$ cat config.mk
export PLATFORM = sky130hd
export DESIGN_NAME = if_fetch_stage
export DESIGN_NICKNAME = d
export VERILOG_FILES = /design/src/rtl/if_fetch_stage_pkg.sv /design/src/rtl/if_fetch_queue.sv /design/src/rtl/if_fetch_stage.sv
export SDC_FILE = /design/constraint.sdc
export NUM_CORES = 1
export LEC_CHECK = 0
export BUFFER_PORTS_ARGS = -buffer_cell sky130_fd_sc_hd__buf_2
export CAP_MARGIN = 20
export CORE_ASPECT_RATIO = 0.5
export CORE_MARGIN = 1.5
export CORE_UTILIZATION = 35
export DETAILED_ROUTE_END_ITERATION = 7
export GPL_TIMING_DRIVEN = 1
export PLACE_DENSITY = 0.65
export SETUP_SLACK_MARGIN = 0.05
export SYNTH_ARGS = -nofsm -noshare
export SYNTH_HDL_FRONTEND = slang
export SYNTH_HIERARCHICAL = 1
export SYNTH_SLANG_ARGS = --single-unit
$ cat constraint.sdc
create_clock -name clk -period 14.3 [get_ports clk]
set_input_delay 2.86 -clock clk [delete_from_list [all_inputs] [get_ports clk]]
set_output_delay 2.86 -clock clk [all_outputs]
set_load 0.01 [all_outputs]
$ cat src/rtl/if_fetch_stage_pkg.sv
// Shared definitions for the instruction-fetch stage: FSM encoding, reset constants
// and the PC arithmetic helpers used by the fetch logic.
package if_fetch_stage_pkg;

    typedef enum logic [1:0] {
        IF_BOOT  = 2'd0,
        IF_RUN   = 2'd1,
        IF_FLUSH = 2'd2
    } if_state_t;

    localparam logic [31:0] IF_NOP_WORD = 32'h0000_0000;
    localparam logic [31:0] IF_BOOT_PC  = 32'h0000_0000;
    localparam logic [31:0] IF_PC_INC   = 32'd4;

    function automatic logic [31:0] if_word_align(input logic [31:0] pc);
        return pc & ~32'h0000_0003;
    endfunction

endpackage

$ cat src/rtl/if_fetch_queue.sv
// In-order fetch queue holding {instruction, pc} pairs; head is readable without latency
// so the register-fetch stage sees a word the cycle after it is pushed.
module if_fetch_queue #(
    parameter int DEPTH = 2
) (
    input  logic                         clk,
    input  logic                         rst_i,
    input  logic                         push,
    input  logic [31:0]                  push_data,
    input  logic [31:0]                  push_pc,
    input  logic                         pop,
    input  logic                         clear,
    output logic [31:0]                  head_data,
    output logic [31:0]                  head_pc,
    output logic [$clog2(DEPTH+1)-1:0]   count,
    output logic                         empty,
    output logic                         full
);
    localparam int AW = (DEPTH > 1) ? $clog2(DEPTH) : 1;
    localparam int CW = $clog2(DEPTH+1);

    logic [31:0]   data_mem [DEPTH];
    logic [31:0]   pc_mem   [DEPTH];
    logic [AW-1:0] wr_ptr_reg, rd_ptr_reg;
    logic [CW-1:0] count_reg;
    logic          do_push, do_pop;

    assign empty     = (count_reg == '0);
    assign full      = (count_reg == CW'(DEPTH));
    assign count     = count_reg;
    assign do_pop    = pop & ~empty & ~clear;
    // A push into a full queue is only legal when the head leaves in the same cycle.
    assign do_push   = push & (~full | do_pop) & ~clear;
    assign head_data = data_mem[rd_ptr_reg];
    assign head_pc   = pc_mem[rd_ptr_reg];

    always_ff @(posedge clk or negedge rst_i) begin
        if (!rst_i) begin
            wr_ptr_reg <= '0;
            rd_ptr_reg <= '0;
            count_reg  <= '0;
        end else if (clear) begin
            wr_ptr_reg <= '0;
            rd_ptr_reg <= '0;
            count_reg  <= '0;
        end else begin
            if (do_push) wr_ptr_reg <= wr_ptr_reg + AW'(1);
            if (do_pop)  rd_ptr_reg <= rd_ptr_reg + AW'(1);
            count_reg <= count_reg + CW'(do_push) - CW'(do_pop);
        end
    end

    always_ff @(posedge clk) begin
        if (do_push) begin
            data_mem[wr_ptr_reg] <= push_data;
            pc_mem[wr_ptr_reg]   <= push_pc;
        end
    end

endmodule

$ cat src/rtl/if_fetch_stage.sv
// Instruction-fetch stage: owns the fetch PC, issues imem requests, drops wrong-path
// responses after a redirect. Define IF_PERF_CNT_EN to add stall/fetch counters.
module if_fetch_stage
    import if_fetch_stage_pkg::*;
#(
    parameter logic [31:0] BOOT_PC  = IF_BOOT_PC,
    parameter int          QDEPTH   = 2,
    parameter logic [31:0] NOP_WORD = IF_NOP_WORD
) (
    input  logic        clk,
    input  logic        rst_i,
    input  logic        pause,
    input  logic        redirect_i,
    input  logic [31:0] redirect_pc_i,
    output logic        imem_req_o,
    output logic [31:0] imem_addr_o,
    input  logic        imem_gnt_i,
    input  logic        imem_rvalid_i,
    input  logic [31:0] imem_rdata_i,
    output logic [31:0] ins_o,
    output logic [31:0] pc_o,
    output logic        ins_valid_o
`ifdef IF_PERF_CNT_EN
    ,
    output logic [31:0] stall_cnt_o,
    output logic [31:0] fetch_cnt_o
`endif
);
    localparam int CW = $clog2(QDEPTH+1);
    localparam int PW = (QDEPTH > 1) ? $clog2(QDEPTH) : 1;

    if_state_t     state_reg;
    logic [31:0]   fetch_pc_reg, pc_hold_reg;
    logic [CW-1:0] outstanding_reg, outstanding_next;
    logic [CW-1:0] discard_reg, discard_next;
    logic [PW-1:0] pf_wr_ptr_reg, pf_rd_ptr_reg;
    logic [31:0]   pc_fifo_mem [QDEPTH];
    logic [CW:0]   inflight;
    logic          grant, resp, push, pop;
    logic [CW-1:0] q_count;
    logic          q_empty, q_full;
    logic [31:0]   q_head_data, q_head_pc;

    // Requests are throttled so every granted word is guaranteed a queue slot.
    assign inflight    = {1'b0, outstanding_reg} + {1'b0, q_count};
    assign imem_req_o  = (state_reg == IF_RUN) && (inflight < (CW+1)'(QDEPTH));
    assign imem_addr_o = fetch_pc_reg;
    assign grant       = imem_req_o & imem_gnt_i;
    assign resp        = imem_rvalid_i & (outstanding_reg != '0);
    assign push        = resp & (discard_reg == '0) & ~redirect_i;

    assign ins_valid_o = ~q_empty;
    assign ins_o       = q_empty ? NOP_WORD : q_head_data;
    assign pc_o        = q_empty ? pc_hold_reg : q_head_pc;
    assign pop         = ins_valid_o & ~pause;

    always_comb begin
        outstanding_next = outstanding_reg + CW'(grant) - CW'(resp);
        discard_next     = discard_reg;
        if (redirect_i)
            discard_next = outstanding_next;
        else if (resp && discard_reg != '0)
            discard_next = discard_reg - CW'(1);
    end

    always_ff @(posedge clk or negedge rst_i) begin
        if (!rst_i) begin
            state_reg       <= IF_BOOT;
            fetch_pc_reg    <= BOOT_PC;
            pc_hold_reg     <= BOOT_PC;
            outstanding_reg <= '0;
            discard_reg     <= '0;
            pf_wr_ptr_reg   <= '0;
            pf_rd_ptr_reg   <= '0;
        end else begin
            if (redirect_i) begin
                state_reg <= (discard_next != '0) ? IF_FLUSH : IF_RUN;
            end else begin
                case (state_reg)
                    IF_BOOT:  state_reg <= IF_RUN;
                    IF_RUN:   state_reg <= IF_RUN;
                    IF_FLUSH: if (discard_reg == '0) state_reg <= IF_RUN;
                    default:  state_reg <= IF_RUN;
                endcase
            end
            if (redirect_i)
                fetch_pc_reg <= if_word_align(redirect_pc_i);
            else if (grant)
                fetch_pc_reg <= fetch_pc_reg + IF_PC_INC;
            pc_hold_reg     <= pc_o;
            outstanding_reg <= outstanding_next;
            discard_reg     <= discard_next;
            if (grant) pf_wr_ptr_reg <= pf_wr_ptr_reg + PW'(1);
            if (resp)  pf_rd_ptr_reg <= pf_rd_ptr_reg + PW'(1);
        end
    end

    // PC of each outstanding request, consumed in order as responses come back.
    for (genvar gi = 0; gi < QDEPTH; gi++) begin : g_pc_fifo
        always_ff @(posedge clk) begin
            if (grant && pf_wr_ptr_reg == PW'(gi))
                pc_fifo_mem[gi] <= fetch_pc_reg;
        end
    end

    if_fetch_queue #(.DEPTH(QDEPTH)) u_queue (
        .clk       (clk),
        .rst_i     (rst_i),
        .push      (push),
        .push_data (imem_rdata_i),
        .push_pc   (pc_fifo_mem[pf_rd_ptr_reg]),
        .pop       (pop),
        .clear     (redirect_i),
        .head_data (q_head_data),
        .head_pc   (q_head_pc),
        .count     (q_count),
        .empty     (q_empty),
        .full      (q_full)
    );

`ifdef IF_PERF_CNT_EN
    logic [31:0] stall_cnt_reg, fetch_cnt_reg;

    always_ff @(posedge clk or negedge rst_i) begin
        if (!rst_i) begin
            stall_cnt_reg <= '0;
            fetch_cnt_reg <= '0;
        end else begin
            if (!ins_valid_o && !pause && stall_cnt_reg != '1)
                stall_cnt_reg <= stall_cnt_reg + 32'd1;
            if (pop && fetch_cnt_reg != '1)
                fetch_cnt_reg <= fetch_cnt_reg + 32'd1;
        end
    end

    assign stall_cnt_o = stall_cnt_reg;
    assign fetch_cnt_o = fetch_cnt_reg;
`endif

    a_no_orphan_rvalid: assert property (@(posedge clk) disable iff (!rst_i)
        imem_rvalid_i |-> (outstanding_reg != '0));
    a_no_overflow: assert property (@(posedge clk) disable iff (!rst_i)
        !(push && q_full && !pop));

endmodule

# Yosys cells after proc, flatten, opt, wreduce, memory -nomap -nowiden
# Memories as Yosys holds them, arrays and structs flattened.
# Index checks and enable logic that the tools add are counted.
op_classes:
  n_mux: 24
  order_cmp: 1
  n_shift: 0
  reduce_logical: 13
  n_eq_ne: 4
  add_sub_neg: 11
  bitwise_logic: 15
  div_mod_pow: 0
  multipliers: 0
op_table:
  columns: ["op", "count"]
  rows:
  - ["$mux W32", 5]
  - ["$add A32 B3 Y32 const B", 1]
  - ["$reduce_or A32 Y1", 1]
  - ["$mux W2", 7]
  - ["$mux W1", 12]
  - ["$reduce_bool A2 Y1", 6]
  - ["$and A1 B1 Y1", 9]
  - ["$not A1 Y1", 5]
  - ["$add A1 B1 Y1 const B", 4]
  - ["$add A2 B1 Y2", 2]
  - ["$eq A2 B2 Y1 const B", 2]
  - ["$logic_and A1 B1 Y1", 4]
  - ["$logic_not A2 Y1", 2]
  - ["$sub A2 B1 Y2", 2]
  - ["$add A2 B2 Y3", 1]
  - ["$lt A3 B2 Y1 const B", 1]
  - ["$ne A3 B3 Y1 const B", 1]
  - ["$eq A2 B1 Y1 const B", 1]
  - ["$sub A2 B1 Y2 const B", 1]
  - ["$or A1 B1 Y1", 1]
totals:
  inputBits: 70
  ram_bits: 192
  wordCells: 81
  ff_bits: 76
  mem_bits_ro: 0
  n_memories: 3
  latch_bits: 0
  output_inout_bits: 98
mem_list:
  columns: ["name", "depth", "word_bits", "rd", "rd_ports_with_merged_regs", "wr", "line_no", "source"]
  rows:
  - ["pc_fifo_mem", 2, 32, 1, 0, 1, "if_fetch_stage.sv:37", "logic [31:0] pc_fifo_mem [QDEPTH];"]
  - ["u_queue.data_mem", 2, 32, 1, 0, 1, "if_fetch_queue.sv:22", "logic [31:0] data_mem [DEPTH];"]
  - ["u_queue.pc_mem", 2, 32, 1, 0, 1, "if_fetch_queue.sv:23", "logic [31:0] pc_mem [DEPTH];"]

# Depth between registers and ports, before layout
# Gate-level depths: netlist of the first run.
logic_depth:
  ltp_word: 11
  ltp_mapped: 13
  ltp_nobuf: 12

# Hierarchy
# Netlist of the first run, hierarchy kept.
modules_own_cells:
  columns: ["module", "cells_per_inst", "area_per_inst_um2", "seq_area_each_um2", "n_inst"]
  rows:
  - ["if_fetch_stage", 456, 5830.6, 3553.4, 1]
  - ["if_fetch_queue", 223, 4838.4, 3943.8, 1]

# Least setup slack after synthesis of the first run
# OpenSTA, ideal clock, no wires.
synth_timing:
  path_kind: "input -> register"
  start: "input redirect_i"
  end: "memory u_queue.data_mem[0][0] (enable)"
  setup_slack_ns: 7.304
  arrival_ns: 6.510
  stages: 6
  setup_ns: 0.487
  n_path_buf: 2
  t_required_ns: 13.813
  path_cell_list: "clkbuf_1 -> inv_1 -> clkbuf_1 -> and3_1 -> nand3b_1 -> nor2_1"
synth_via:
  word_cells_on_any_way: 8
  classes_between: "mux (2); bitwise (6)"
synth_rtl:
  columns: ["element", "line_no", "source"]
  rows:
  - ["from (decl)", "if_fetch_stage.sv:13", "input logic redirect_i,"]
  - ["$not A1 Y1", "if_fetch_stage.sv:50", "assign push = resp & (discard_reg == '0) & ~redirect_i;"]
  - ["$and A1 B1 Y1", "if_fetch_stage.sv:50", null]
  - ["net push", "if_fetch_stage.sv:39", "logic grant, resp, push, pop;"]
  - ["$and A1 B1 Y1 (2 in series)", "if_fetch_queue.sv:33", "assign do_push = push & (~full | do_pop) & ~clear;"]
  - ["$mux W1", "if_fetch_queue.sv:54", "if (do_push) begin"]
  - ["$mux W1 (implied by the code)", "if_fetch_queue.sv:55", "data_mem[wr_ptr_reg] <= push_data;"]
  - ["to (decl)", "if_fetch_queue.sv:22", null]
# The timed path passes the listed nets, and every way through them passes these cells.

# Worst setup path after layout of the first run
layout_timing:
  start: "register u_queue.rd_ptr_reg"
  end: "output pc_o[26]"
layout_via:
  elab_chain_len: 2
layout_rtl:
  columns: ["element", "line_no", "source"]
  rows:
  - ["from (decl)", "if_fetch_queue.sv:24", "logic [AW-1:0] wr_ptr_reg, rd_ptr_reg;"]
  - ["from (signal assigned)", "if_fetch_queue.sv:48", "if (do_pop) rd_ptr_reg <= rd_ptr_reg + AW'(1);"]
  - ["$mem_v2 Z2 W32", null, null]
  - ["net q_head_pc[26]", "if_fetch_stage.sv:42", "logic [31:0] q_head_data, q_head_pc;"]
  - ["$mux W32", "if_fetch_stage.sv:54", "assign pc_o = q_empty ? pc_hold_reg : q_head_pc;"]
  - ["to (decl)", "if_fetch_stage.sv:21", "output logic [31:0] pc_o,"]
# The timed path passes the listed nets, and every way through them passes these cells.

==> results.md, run 1 <==
- IO Count: ~170
- Tot GR Track Use: 14.36%
- Crit path kind: reg -> out
- PD cells: 154.4 nW/um^2
- Biggest regs: u_queue/data_mem x64, u_queue/pc_mem x64, pc_fifo_mem x60
- Final std cells w/o fill: 1261
- Least-Margin Pin Slew: 1.078 ns
- Clk sinks: 262
- Hold_buf cts: 0
- Cell Area, Synth: 10660 sq um
- Slew headroom: 27.95%
- Fmax: between 150 and 200 MHz
- R2r endpoint: imem_addr_o[29]
- Core area: 29450 sq um
- Internal power: between 0.001 and 0.0015 W
- Sw frac: a little over a quarter
- Post-route cell area: between 10000 and 15000 sq um
- Final setup fails: 0
- Post-DR wirelength/cell: 18.26 um
- Cell Count Post-Placement: 1211
- Fin crit share: between 30% and 40%
- PortBufs: 163
- Post-CTS Resized: 0
- Reg2Reg Launch Point: u_queue/count[0]
- Min Tclk post-route: 5.654 ns
- Max VDD drop: 0.07719 mV
- Gate Count Post-Synth: a little under 700
- Initial drt markers: 325
- Area Growth Syn to Fin: 20.08%
- Min-Delay Startpoint: pc_hold_reg[0]
- Vias/cell: 4.926
- CTS clock-pin slew for the worst setup and hold paths: approximately 0.06 ns
- CTS root buffer: clkbuf_16
- Num CTS Buffers: 26
- Crit-path max FO: 41
- CP startpoint kind: flip-flop
- Routability congestion estimate: 0.7919
- Antenna Nets Post-Route: 0
- Worst reg2reg setup slack: around 11 ns
- Syn. warnings: 6
- Die Ht: 126.4 um
- Clk pwr share: between 30% and 40%
- Via count: 6212
- Buffers inserted by post-CTS timing repair: 0
- Worst Hold Class: reg -> reg
- Critical Path End Type: output port
- Vias in the first global route: around 6.5k
- DP HPWL: ~15000 um
- Gate power share: 16.8%
- # Max-Cap Violations: 0
- Area after DPL: 11920 sq um
- Share of layout cells above drive strength 1: 40.16%
- Register-to-Register Path Depth: 7
- CTS tree: done
- Status: complete, no violations
- Grt total ovfl: 0
- CP arrival: 2.79 ns
- Pre-Repair DR Iteration Count: 4
- RSZ-0062 raised after global routing: no
- Initial antenna violation count: 2
- Hold Fails Final Rpt: 0
- Clock tree buffer depth: 3
- Wirelength, routed: 23030 um
- DIE AREA: 31580 sq um
- Pleak: 4.841 nW
- Avg Cell Area, Syn: around 16 sq um
- Seq pwr share: roughly half
- Fin. max-slew vios: 0
- Worst Skew: about 0.027 ns
- Final Hold Slack: 0.4935 ns
- First-pass GRT wire length: about 35000 um
- Layout Nets: 926
- Hold EP: pc_hold_reg[0]
- Die width: between 200 and 250 um
- Row Count: 44
- Critical path required time: 11.44 ns
- Initial Utilization: 36.20%
- # DRC: 0
- Setup tns final: 0 ns
- Sw Pwr: 0.0005173 W
- Tot Pwr: 0.001977 W
- Clock latency on the worst-skew pair: around 0.54 ns
- H-tree depth: 1
- Pin count of the biggest net entering global routing: 75
- Hold depth: 1
[power by group through the flow]
stage / Combinational [W] / Clock, W / Sequential, W
final: 0.000332 / 0.000676 / 0.000969
after global routing: 0.000363 / 0.000718 / 0.000978
after CTS: 0.000339 / 0.000693 / 0.000969
after detailed placement: 0.000337 / 0 / 0.000985
after global placement: 0.000328 / 0 / 0.000979
after floorplan: 0.000213 / 0 / 0.000968
[per-stage QoR]
step	setup slack [ns]	util (%)
CTS	8.567	43.37
detailed placement	8.566	40.48
global route	8.475	43.47
floorplan	7.304	-
finish	8.646	43.47
global placement	8.615	40.48
[per-layer routing]
layer  GRT usage (%)  part of all wire [%]  vias up
li1                -                     -     2900
met1           16.96                    41     3153
met2           26.48                    52      115
met3           3.037                   4.2       42
met4           4.089                   2.4        2
met5               0                 0.056        -
[layout by cell type, fill, tap and decap left out, drive strengths merged, types with 2 or more instances in the layout]
master / instances
nand2b: 2
ha: 6
nand3: 15
xor2: 7
nand2: 17
or3: 2
edfxtp: 188
buf: 172
and3: 5
conb: 6
bufinv: 2
nand4: 18
mux2: 127
nor4: 3
xnor2: 8
nor2b: 35
clkinv: 7
a31oi: 18
nor2: 30
clkbuf: 35
o31ai: 12
and4: 6
and2: 4
o21ai: 16
or4: 15
o211ai: 2
clkinvlp: 4
dfrtp: 74
inv: 15
mux2i: 2
nor3: 3
[worst max-delay path by stage]
stage               slack (ns)  depth (start not counted)                endpoint                from
floorplan                 7.30                          6  u_queue/data_mem[0][0]          redirect_i
global placement          8.62                          6   u_queue/pc_mem[0][25]          redirect_i
detailed placement        8.57                          6   u_queue/pc_mem[0][27]          redirect_i
CTS                       8.57                          4                pc_o[24]  u_queue/rd_ptr_reg
global route              8.48                          4                pc_o[13]  u_queue/rd_ptr_reg
finish                    8.65                          4                pc_o[26]  u_queue/rd_ptr_reg
[cell type report]
type | count | area (sq um)
Tap cell | 391 | 489.2
Fill cell | 2593 | 16650
Sequential cell | 262 | 7498
Clock inverter | 13 | 146.4
Inverter | 15 | 56.30
Timing Repair Buffer | 172 | 905.9
Multi-Input combinational cell | 372 | 3000
Clock buffer | 35 | 704.4
Antenna cell | 1 | 2.502
[critical path, stage by stage (launching register included)]
cell	delay, ns
dfrtp_2	0.76
buf_4	0.62
mux2_2	0.41
mux2_2	0.27
buf_2	0.15
(Power assumes the default switching activity.)
==> run 2: changes to the inputs <==
--- a/config.mk
+++ b/config.mk
@@ -5,6 +5,7 @@
 export SDC_FILE = /design/constraint.sdc
 export NUM_CORES = 1
 export LEC_CHECK = 0
+export ABC_AREA = 1
 export BUFFER_PORTS_ARGS = -buffer_cell sky130_fd_sc_hd__buf_2
 export CAP_MARGIN = 20
 export CORE_ASPECT_RATIO = 0.5
@@ -12,7 +13,7 @@
 export CORE_UTILIZATION = 35
 export DETAILED_ROUTE_END_ITERATION = 7
 export GPL_TIMING_DRIVEN = 1
-export PLACE_DENSITY = 0.65
+export PLACE_DENSITY = 0.64
 export SETUP_SLACK_MARGIN = 0.05
 export SYNTH_ARGS = -nofsm -noshare
 export SYNTH_HDL_FRONTEND = slang
==> constraint.sdc (replaced) <==
create_clock -name clk -period 5.25 [get_ports clk]
set_input_delay 1.05 -clock clk [delete_from_list [all_inputs] [get_ports clk]]
set_output_delay 1.05 -clock clk [all_outputs]
set_load 0.01 [all_outputs]
==> results.md, run 2 <==
- Status: complete, no violations
- Commonest non-fill, non-tap cell in the layout: nand2_1
- Wirelength, routed: 24500 um
- First-pass GRT wire length: ~37000 um
- Die Ht: 129.7 um
- Largest cells by area after synthesis: edfxtp_1 (50%), nand2_1 (18%), dfrtp_1 (16%)
- Post-CTS Resized: 0
- H-tree depth: 1
- Initial antenna violation count: 1
- Fmax: 288.5 MHz
- Worst path cell trace: inv_2, buf_4, nand2_1, nand2_1, inv_1, nor2_1, buf_2
- Clk pwr share: 32.6%
- Vias/cell: 4.369
- Via count: about 7.6k
- Clock tree buffer depth: 3
- Seq/Total Area, Yosys: 66.72%
- Sw Pwr: approximately 0.0017 W
- Least-Margin Pin Slew: roughly 1.0 ns
- Final setup fails: 0
- Critical path required time: 4.20 ns
- Pin count of the biggest net entering global routing: 75
- Multiplexer share of the synthesized area: 0%
- Gate Count Post-Synth: 1124
- Async SR Flop Fraction: 28.24%
- IO Count: 168
- Avg Cell Area, Syn: 9.997 sq um
- Crit path largest cell delay: ~0.7 ns
- Stages on worst setup path: 7
- Post-route cell area: approximately 13000 sq um
- PD cells: 435.5 nW/um^2
- Crit path buffers/inverters: 4
- Synth area leader: edfxtp_1
- Max VDD drop: 0.2273 mV
- Crit path kind: reg -> out
- Number of synthesized flops with an enable pin: between 150 and 200
- DIE AREA: around 33000 sq um
- Post-synth top cells: nand2_1 (529), edfxtp_1 (188), inv_1 (88)
- Largest family of logic cells by synthesized area: simple AND/OR/NAND/NOR gates
- Min Tclk post-route: 3.466 ns
- Syn. warnings: 6
- Fin crit share: between 60% and 70%
- Row Count: 46
- Synth Area in Adders: less than 1%
- Top-count cell post-synth: nand2_1
- Routability congestion estimate: 0.8488
- Post-synthesis compound-gate area fraction: 1.481%
- Layout Nets: approximately 1.4k
- DP HPWL: 15940 um
- CTS tree: done
- # Max-Cap Violations: 0
- Post-DR wirelength/cell: roughly 14 um
- Initial drt markers: 544
- Share of layout cells above drive strength 1: 18.85%
- Cell Area, Synth: around 11000 sq um
- Seq cells post-synth: 262
- Fin. max-slew vios: 0
- Pre-CTS setup slack: 1.911 ns
- Clock latency on the worst-skew pair: between 0.5 and 0.6 ns
- # DRC: 0
- Tot Pwr: 0.005835 W
- Setup tns final: 0 ns
- Num CTS Buffers: 26
- Dominant synthesized flop cell: edfxtp_1
- Area after DPL: between 10000 and 15000 sq um
- Worst Hold Class: in -> async
- Library cells used by synthesis: 34
- Grt total ovfl: 0
- Post-synth top area share: between 50% and 60%
- Worst Skew: 0.02784 ns
- Final worst slack: between 1.5 and 2 ns
- Tot GR Track Use: between 10% and 20%
- Buffers inserted by post-CTS timing repair: 0
- Xor/xnor share of the synthesized area: about 1.1%
- Worst path slowest cell: inv_2
- Vias in the first global route: 6915
- Post-Synth Simple-Gate Area: 24.79%
- Pleak: 6.075 nW
- Register-to-Register Path Depth: 10
- Die width: 256.4 um
- Hold Fails Final Rpt: 0
- Critical Path End Type: output port
- Crit-path most repeated cell: nand2_1
- Clk sinks: 262
- Core Util, Final: 42.32%
- Internal power: 0.004121 W
- Sw frac: 29.37%
- Initial Utilization: 35.50%
- RSZ-0062 raised after global routing: no
- Kind of cell adding the most delay to the critical path: buffers and inverters
- Slew headroom: 30.74%
- Crit-path max FO: 52
- CP startpoint kind: flip-flop
- Seq pwr share: 48.0%
- Pre-Repair DR Iteration Count: 5
- Core area: between 30000 and 40000 sq um
- CP arrival: 2.42 ns
- Biggest regs: u_queue/data_mem x64, u_queue/pc_mem x64, pc_fifo_mem x60
- CTS clock-pin slew for the worst setup and hold paths: approximately 0.060 ns
- Area Growth Syn to Fin: 19.23%
- Most frequent cells in the layout: nand2_1 (529), edfxtp_1 (188), buf_2 (162), inv_1 (86), dfrtp_1 (73)
- Antenna Nets Post-Route: 0
- Gate power share: 19.4%
- CTS root buffer: clkbuf_16
- Hold_buf cts: 0
- PortBufs: 163
[run 2: changes by cell type in the layout (fill, tap and decap cells not counted), moves of 9 or more]
cell / delta
nor2b_1: -35
nor2_1: +40
nand3_1: +34
nand2_1: +512
or4_1: -14
nand4_1: -16
inv_1: +71
mux2_2: -127
o31ai_1: -12
nor2_2: +9
a31oi_1: -17
[run 2: final timing paths]
path	startpoint	end	slack, ns
setup / recovery	u_queue/rd_ptr_reg	ins_o[10]	1.78
hold / removal	rst_i	imem_addr_o[3]	0.47
setup reg to reg	u_queue/count[1]	u_queue/data_mem[0][11]	2.43
hold reg to reg	pc_hold_reg[5]	pc_hold_reg[5]	0.47
max in group asynchronous	rst_i	pc_hold_reg[19]	4.14
min in group clk	pc_hold_reg[5]	pc_hold_reg[5]	0.47
[run 2: cell type report]
type	instances	area, sq um
flip-flops and latches	262	7498
clock inverters	14	183.9
inverters	91	341.6
repair buffers	173	925.9
fillers	3028	18260
clock buffers	34	700.7
well taps	432	540.5
diodes	1	2.502
multi-input cells	736	3204
[run 2: worst reg2reg max path: stages, from the launching register on]
cell and delay [ns]:
dfrtp_1 0.43, inv_2 0.06, nand2_2 0.08, inv_2 0.04, buf_4 0.33, nor2_1 0.32, nand3_2 0.12, nand2_2 0.09
nand4_1 0.12, inv_2 0.43, buf_4 0.43
[run 2: cells by family (layout without fill, tap and decap cells)]
family,Yosys count,in the layout
AOI/OAI and AO/OA,29,29
xor gates and xnor gates,14,14
adders and majority gates,7,7
buffers and inverters,131,312
DFF,262,262
other,1,7
and+or+nand+nor,680,680
[run 2: power groups by stage]
stage,combinational [W],sequential (W),clock (W)
final,0.00113,0.00280,0.00190
after global routing,0.00128,0.00284,0.00204
after CTS,0.00115,0.00280,0.00196
after detailed placement,0.00114,0.00284,0
after global placement,0.00112,0.00283,0
after floorplan,0.000718,0.00277,0
[run 2: metrics by stage]
step | hold slack [ns] | std cells
final | 0.4661 | 1743
after CTS | 0.4730 | 1740
after global routing | 0.4838 | 1743
after detailed placement | 0.4584 | 1692
after global placement | 0.4545 | 1692
after floorplan | 0.5018 | 1129
[run 2: layer usage]
metal	vias to the layer above	global-route usage [%]	wire length, um
met1	3556	18.36	10900
met4	0	4.498	631
li1	3908	-	-
met3	38	2.545	829
met2	114	25.03	12140
met5	-	0	0
